$ cat config.mk
export PLATFORM = sky130hd
export DESIGN_NAME = store_buffer
export DESIGN_NICKNAME = d
export VERILOG_FILES = /design/src/rtl/store_buffer.sv
export SDC_FILE = /design/constraint.sdc
export NUM_CORES = 1
export LEC_CHECK = 0
export CAP_MARGIN = 20
export CORE_ASPECT_RATIO = 0.8
export CORE_UTILIZATION = 45
export CTS_CLUSTER_DIAMETER = 120
export DETAILED_ROUTE_END_ITERATION = 6
export GPL_ROUTABILITY_DRIVEN = 0
export GPL_TIMING_DRIVEN = 0
export HOLD_SLACK_MARGIN = 0.12
export MAX_ROUTING_LAYER = met4
export PLACE_DENSITY = 0.69
export SYNTH_ARGS = -nofsm -noshare
export SYNTH_HDL_FRONTEND = slang
export SYNTH_SLANG_ARGS = --single-unit
$ cat constraint.sdc
create_clock -name i_clk -period 3.9 [get_ports i_clk]
set_clock_uncertainty 0.2 [all_clocks]
set_input_delay 0.39 -clock i_clk [delete_from_list [all_inputs] [get_ports i_clk]]
set_output_delay 0.39 -clock i_clk [all_outputs]
set_load 0.01 [all_outputs]
$ cat src/rtl/store_buffer.sv
// -----------------------------------------------------------------------------
// store_buffer
//   Store queue between the EX/MEM pipeline register and the single-ported
//   data memory. Stores are queued and drained into DM one per cycle whenever
//   no load owns the port. Loads always win the port. A load that matches a
//   pending store gets the youngest matching buffered word forwarded.
//
// Optional build macro:
//   STB_COALESCE_EN - a store to the same word as the youngest pending entry
//                     overwrites that entry's data instead of allocating.
//
// Ports:
//   i_clk, i_rst                  clock, synchronous active-high reset
//   i_st_valid/addr/data          store request from MEM stage
//   o_st_ready                    buffer not full
//   i_ld_valid/addr               load request from MEM stage
//   o_ld_data, o_ld_hit           load result and "came from buffer" flag
//   o_dm_MemRead/MemWrite         DM strobes
//   o_dm_addr, o_dm_wdata         DM address / write data
//   i_dm_rdata                    DM read data (combinational)
//   o_count, o_empty              occupancy
// -----------------------------------------------------------------------------
module store_buffer #(
    parameter int DEPTH = 4,
    parameter int PTR_W = 2
) (
    input  logic             i_clk,
    input  logic             i_rst,
    input  logic             i_st_valid,
    input  logic [31:0]      i_st_addr,
    input  logic [31:0]      i_st_data,
    output logic             o_st_ready,
    input  logic             i_ld_valid,
    input  logic [31:0]      i_ld_addr,
    output logic [31:0]      o_ld_data,
    output logic             o_ld_hit,
    output logic             o_dm_MemRead,
    output logic             o_dm_MemWrite,
    output logic [31:0]      o_dm_addr,
    output logic [31:0]      o_dm_wdata,
    input  logic [31:0]      i_dm_rdata,
    output logic [PTR_W:0]   o_count,
    output logic             o_empty
);

    localparam logic [PTR_W:0] C_FULL = (PTR_W + 1)'(DEPTH);

    // Entry storage: word address (bits [31:2]) and data.
    logic [29:0]      r_addr [DEPTH];
    logic [31:0]      r_data [DEPTH];
    logic [PTR_W-1:0] r_head;
    logic [PTR_W-1:0] r_tail;
    logic [PTR_W:0]   r_count;

    logic             w_push;
    logic             w_drain;
    logic             w_alloc;
    logic             w_coal;
    logic [PTR_W-1:0] w_last;
    logic [DEPTH-1:0] w_match;
    logic             w_hit;
    logic [31:0]      w_fwd;
    logic             w_unused;

    // Byte offset bits are irrelevant for full-word accesses.
    assign w_unused = ^{i_st_addr[1:0], i_ld_addr[1:0]};

    assign o_st_ready = (r_count != C_FULL);
    assign o_count    = r_count;
    assign o_empty    = (r_count == '0);

    assign w_push  = i_st_valid && o_st_ready;
    assign w_drain = !i_ld_valid && (r_count != '0);
    assign w_last  = r_tail - 1'b1;

`ifdef STB_COALESCE_EN
    // Merge into the youngest entry unless that entry is leaving this cycle
    // (it is then also the head); in that case a fresh entry is allocated.
    assign w_coal = w_push && (r_count != '0)
                 && (r_addr[w_last] == i_st_addr[31:2])
                 && !(w_drain && (w_last == r_head));
`else
    assign w_coal = 1'b0;
`endif

    assign w_alloc = w_push && !w_coal;

    // Per-entry match: an entry is live when its distance from head is
    // below the occupancy count.
    generate
        for (genvar gi = 0; gi < DEPTH; gi++) begin : g_match
            logic [PTR_W-1:0] w_age;
            assign w_age       = PTR_W'(gi) - r_head;
            assign w_match[gi] = ({1'b0, w_age} < r_count)
                              && (r_addr[gi] == i_ld_addr[31:2]);
        end
    endgenerate

    // Walk oldest to youngest so the youngest match wins.
    always_comb begin
        w_hit = 1'b0;
        w_fwd = '0;
        for (int i = 0; i < DEPTH; i++) begin
            if (w_match[r_head + PTR_W'(i)]) begin
                w_hit = 1'b1;
                w_fwd = r_data[r_head + PTR_W'(i)];
            end
        end
    end

    assign o_ld_hit  = w_hit;
    assign o_ld_data = w_hit ? w_fwd : i_dm_rdata;

    // DM port arbitration: load > drain > idle.
    always_comb begin
        o_dm_MemRead  = 1'b0;
        o_dm_MemWrite = 1'b0;
        o_dm_addr     = '0;
        o_dm_wdata    = '0;
        if (i_ld_valid) begin
            o_dm_MemRead = 1'b1;
            o_dm_addr    = i_ld_addr;
        end else if (w_drain) begin
            o_dm_MemWrite = 1'b1;
            o_dm_addr     = {r_addr[r_head], 2'b00};
            o_dm_wdata    = r_data[r_head];
        end
    end

    // Entry arrays carry no reset; validity is implied by head/count.
    always_ff @(posedge i_clk) begin
        if (w_alloc) begin
            r_addr[r_tail] <= i_st_addr[31:2];
            r_data[r_tail] <= i_st_data;
        end
        if (w_coal) begin
            r_data[w_last] <= i_st_data;
        end
    end

    always_ff @(posedge i_clk) begin
        if (i_rst) begin
            r_head  <= '0;
            r_tail  <= '0;
            r_count <= '0;
        end else begin
            if (w_alloc) r_tail <= r_tail + 1'b1;
            if (w_drain) r_head <= r_head + 1'b1;
            case ({w_alloc, w_drain})
                2'b10:   r_count <= r_count + 1'b1;
                2'b01:   r_count <= r_count - 1'b1;
                default: r_count <= r_count;
            endcase
        end
    end

endmodule

==> impl_metrics.csv <==
group,metric,value,unit
outcome,status,"finished, violations left",
outcome,violations,"negative setup slack",
floorplan,fp.coreArea,32600,sq um
synth,ys_seq_area_share,51.0,%
routing,drtAntennaViolNets,0,
clocking,ctsRootBufferMaster,"clkbuf_16",
finish,instances_no_fill,1884,
finish,drive_gt1_share,26.2,%
pwr,power_leakage,6.49,nW
setup_path,crit_chain,"buf_8, clkinvlp_4, nand2_2, and2_4, inv_2, ha_4, a2111oi_4, nand4_1, or3_4, o311ai_4, buf_6, buf_8, a32oi_1, o211ai_1, a22o_1, buf_2",
global_routing,grt_usage,31.0,%
run,drv_cap,0,
placement,dpl.hpwl,35100,microns
timing,worst_pin_slew,0.921,ns
pwr,ir_drop,0.000316,V
floorplan,start_util,45.9,%
setup_path,cp_data_required_time,3.31,ns
finish,area_growth,31.2,%
setup_path,reg2reg_slack,0.73,ns
setup_path,max_stage_delay,0.47,ns
clocking,cts.sinks,257,
pwr,p_per_area,515,nW/um^2
pwr,clkPwrFrac,27.2,%
floorplan,die_h,165,microns
worst_hold_path,hold_class,"input pin to flop",
global_routing,antenna_found_initial,2,
synth,synth.top_cell.area_share,49.8,%
global_routing,overflow,0,
timing,setup_slack,-0.529,ns
finish,finalNetCount,1573,
routing,wl_per_cell,27.6,microns
timing,min_period_over_period,114,%
worst_hold_path,hold_path_end,"r_data[3][17]$_DFFE_PP_",
floorplan,rows,59,
setup_path,cp.arrival,3.84,ns
timing,hold_viol,0,
setup_path,crit_path_end_kind,"output port",
synth,syn_avg_cell_area,13.1,sq um
timing,period_minus_slack,4.43,ns
placement,dp_cells,1775,
placement,pre_cts_ws,-1.37,ns
synth,synth_cells,1143,
pwr,p_int,6.77,mW
routing,drt-total-wl,52000,microns
floorplan,die_x,206,microns
finish,num-fill-cells,2563,
setup_path,path_buf_inv,6,
routing,via_count,12100,
synth,yosysWarnings,0,
synth,synthArstFlopShare,0,%
floorplan,ioPinCount,236,
routing,drc,0,
setup_path,critPathKind,"flop to output port",
routing,viasPerCell,6.41,
timing,setup_viol,33,
setup_path,cp-start-kind,"flop",
synth,ys_top_cells_by_area,"edfxtp_1 50%, mux4_2 9.3%, xor2_1 5.9%, a22o_1 4.5%, nand2_1 2.7%",
clocking,cts_tree,"built",
setup_path,cp_slowest_cell,"or3_4",
pwr,finalPower,10.1,mW
clocking,numCtsBuffers,28,
synth,synth_area_leader_cell,"edfxtp_1",
pwr,p_sw,3.34,mW
synth,synth_area,15000,sq um
routing,drt_iter0_drc,1673,
timing,grt_setup_unrepaired,"yes",
global_routing,grt_pass1_vias,11500,
timing,drv_slew,0,
worst_hold_path,hold_path.startpoint,"i_st_data[17]",
clocking,htreeDepth,1,
clocking,clock_latency,0.54,ns
worst_hold_path,hold_path_depth,1,
synth,synth_enable_flop_cells,248,
setup_path,timing.rr.end,"o_count[2]$_SDFFE_PP0P_",
global_routing,grt_pass1_wl,74700,microns
synth,netlist-cell-type-count,52,
setup_path,cpMostUsedCell,"buf_8",
setup_path,critPathTopFamily,"compound AO/OA/AOI/OAI gates",
pwr,p_comb_share,37.8,%
timing,fmax,226,MHz
setup_path,reg2reg_depth,9,
setup_path,rr_startpoint,"o_count[0]$_SDFFE_PP0P_",
synth,synth_fp_nets,1285,
synth,ys_seq_elements,257,
pwr,switching_share,33.1,%
timing,slew_headroom,38.6,%
finish,fin_area,19600,sq um
placement,port_buffers,201,
pwr,p_seq_share,35.0,%
placement,postPlaceCellArea,17600,sq um
setup_path,worstPathMaxFanout,5,
routing,firstDrtPassIters,5,
synth,synth_ff_type,"edfxtp_1",
clocking,cts_buffer_depth,3,
clocking,cts.clk_slew.worst_paths,0.06,ns
global_routing,grt_max_degree,50,
floorplan,dieArea,34000,sq um
[metrics by stage]
step	setup TNS [ns]	hold WS, ns	utilization [%]
6_report	-14.06	0.256	60.2
5_1_grt	-18.10	0.265	60.2
3_5_place_dp	-41.64	0.294	54.1
4_1_cts	-13.49	0.245	59.3
3_3_place_gp	-195.00	0.282	53.7
2_1_floorplan	0	0.269	-
[repair_timing]
action,in CTS,in global routing
hold buffers,1,0
cloned,8,1
resized for setup,253,52
setup buffers,40,10
pin swaps,89,49
hold endpoints to repair,9,0
setup endpoints to repair,74,71
[worst max path at each step]
| stage | startpoint | endpoint | slack [ns] | cells past startpoint |
|---|---|---|---|---|
| global route | r_head[1]$_SDFFE_PP0P_ | o_ld_data[30] | -0.64 | 18 |
| global placement | r_head[1]$_SDFFE_PP0P_ | o_ld_data[11] | -1.26 | 16 |
| finish | r_head[1]$_SDFFE_PP0P_ | o_ld_data[30] | -0.53 | 16 |
| CTS | r_head[1]$_SDFFE_PP0P_ | o_ld_data[31] | -0.49 | 17 |
| floorplan | r_head[1]$_SDFFE_PP0P_ | o_ld_data[11] | 0.17 | 15 |
| detailed placement | r_head[1]$_SDFFE_PP0P_ | o_ld_data[16] | -1.37 | 16 |
[placed cells by master (no fill, tap or decap), types with 8 or more instances in the layout]
master | Yosys | final
buf_12 | 0 | 11
buf_8 | 0 | 13
inv_1 | 12 | 8
clkbuf_1 | 49 | 35
clkdlybuf4s50_1 | 0 | 169
clkbuf_2 | 0 | 14
xnor2_1 | 17 | 17
clkbuf_16 | 0 | 30
a32oi_2 | 0 | 12
mux2i_1 | 32 | 32
a22o_1 | 77 | 77
o21ai_0 | 66 | 66
mux2_2 | 32 | 32
buf_2 | 36 | 58
o2111ai_2 | 0 | 11
nor4_1 | 28 | 24
and2_1 | 36 | 35
nand4_1 | 11 | 11
a22oi_1 | 34 | 33
edfxtp_1 | 248 | 248
a221oi_1 | 15 | 15
nor2_1 | 9 | 9
buf_6 | 11 | 18
xor2_1 | 100 | 100
nand2_1 | 109 | 107
mux4_2 | 62 | 62
o211ai_1 | 15 | 15
buf_4 | 8 | 43
a32oi_1 | 32 | 19
[cell families after synthesis]
logic type	synth area share, %
AOI/OAI and AO/OA	13.8
xor gates and xnor gates	7.94
adders and majority gates	0.886
buffers and inverters	4.24
DFF	51.0
muxes	14.2
and+or+nand+nor	7.99
[sequential cells by signal (all words and copies together) (netlist names), named ones only]
register,count
r_data,128
r_tail,2
o_count,3
r_addr,120
r_head,2
[cell type report]
cell class / instances / area, sq um / area share [%]
sequential: 257 / 7630 / 38.9
multi-input combinational: 759 / 7080 / 36.0
timing repair buffer: 260 / 2590 / 13.2
buffer: 112 / 786 / 4.00
clock buffer: 35 / 727 / 3.70
tap: 427 / 534 / 2.72
clock inverter: 17 / 218 / 1.11
inverter: 13 / 61.3 / 0.312
antenna: 4 / 10.0 / 0.0510
[power groups by stage]
stage	sequential [mW]	combinational, mW	clock [mW]
after floorplan	3.55	2.16	0
after global placement	3.61	3.43	0
after detailed placement	3.58	3.50	0
after CTS	3.53	3.72	2.78
after global routing	3.57	4.03	2.87
final	3.54	3.83	2.75
[layer usage]
layer / share of wire [%] / up-vias / global-route usage (%)
met5: 0 / - / -
met4: 2.7 / 0 / 8.46
met3: 13 / 108 / 7.20
met2: 42 / 880 / 42.5
met1: 42 / 5997 / 45.7
li1: - / 5098 / -
[cells in the mapped netlist (3+ instances only)]
| cell type | count |
|---|---|
| o211ai_1 | 15 |
| a32oi_1 | 32 |
| xor2_1 | 100 |
| a22oi_1 | 34 |
| and3_1 | 4 |
| nand3_1 | 8 |
| ha_1 | 9 |
| nand2b_1 | 3 |
| dfxtp_1 | 9 |
| inv_1 | 12 |
| nand4_1 | 11 |
| xnor2_4 | 3 |
| nor3_1 | 3 |
| clkbuf_1 | 49 |
| buf_1 | 10 |
| nor4_1 | 28 |
| a221oi_1 | 15 |
| mux2i_1 | 32 |
| nor2_1 | 9 |
| buf_6 | 11 |
| mux2_2 | 32 |
| a21oi_1 | 6 |
| nand2_1 | 109 |
| xnor2_1 | 17 |
| xnor2_2 | 5 |
| mux4_2 | 62 |
| buf_2 | 36 |
| buf_4 | 8 |
| o2111ai_1 | 17 |
| a22o_1 | 77 |
| edfxtp_1 | 248 |
| and2_1 | 36 |
| o21ai_0 | 66 |
| or3b_2 | 3 |
Power figures use the tool's default switching activity.
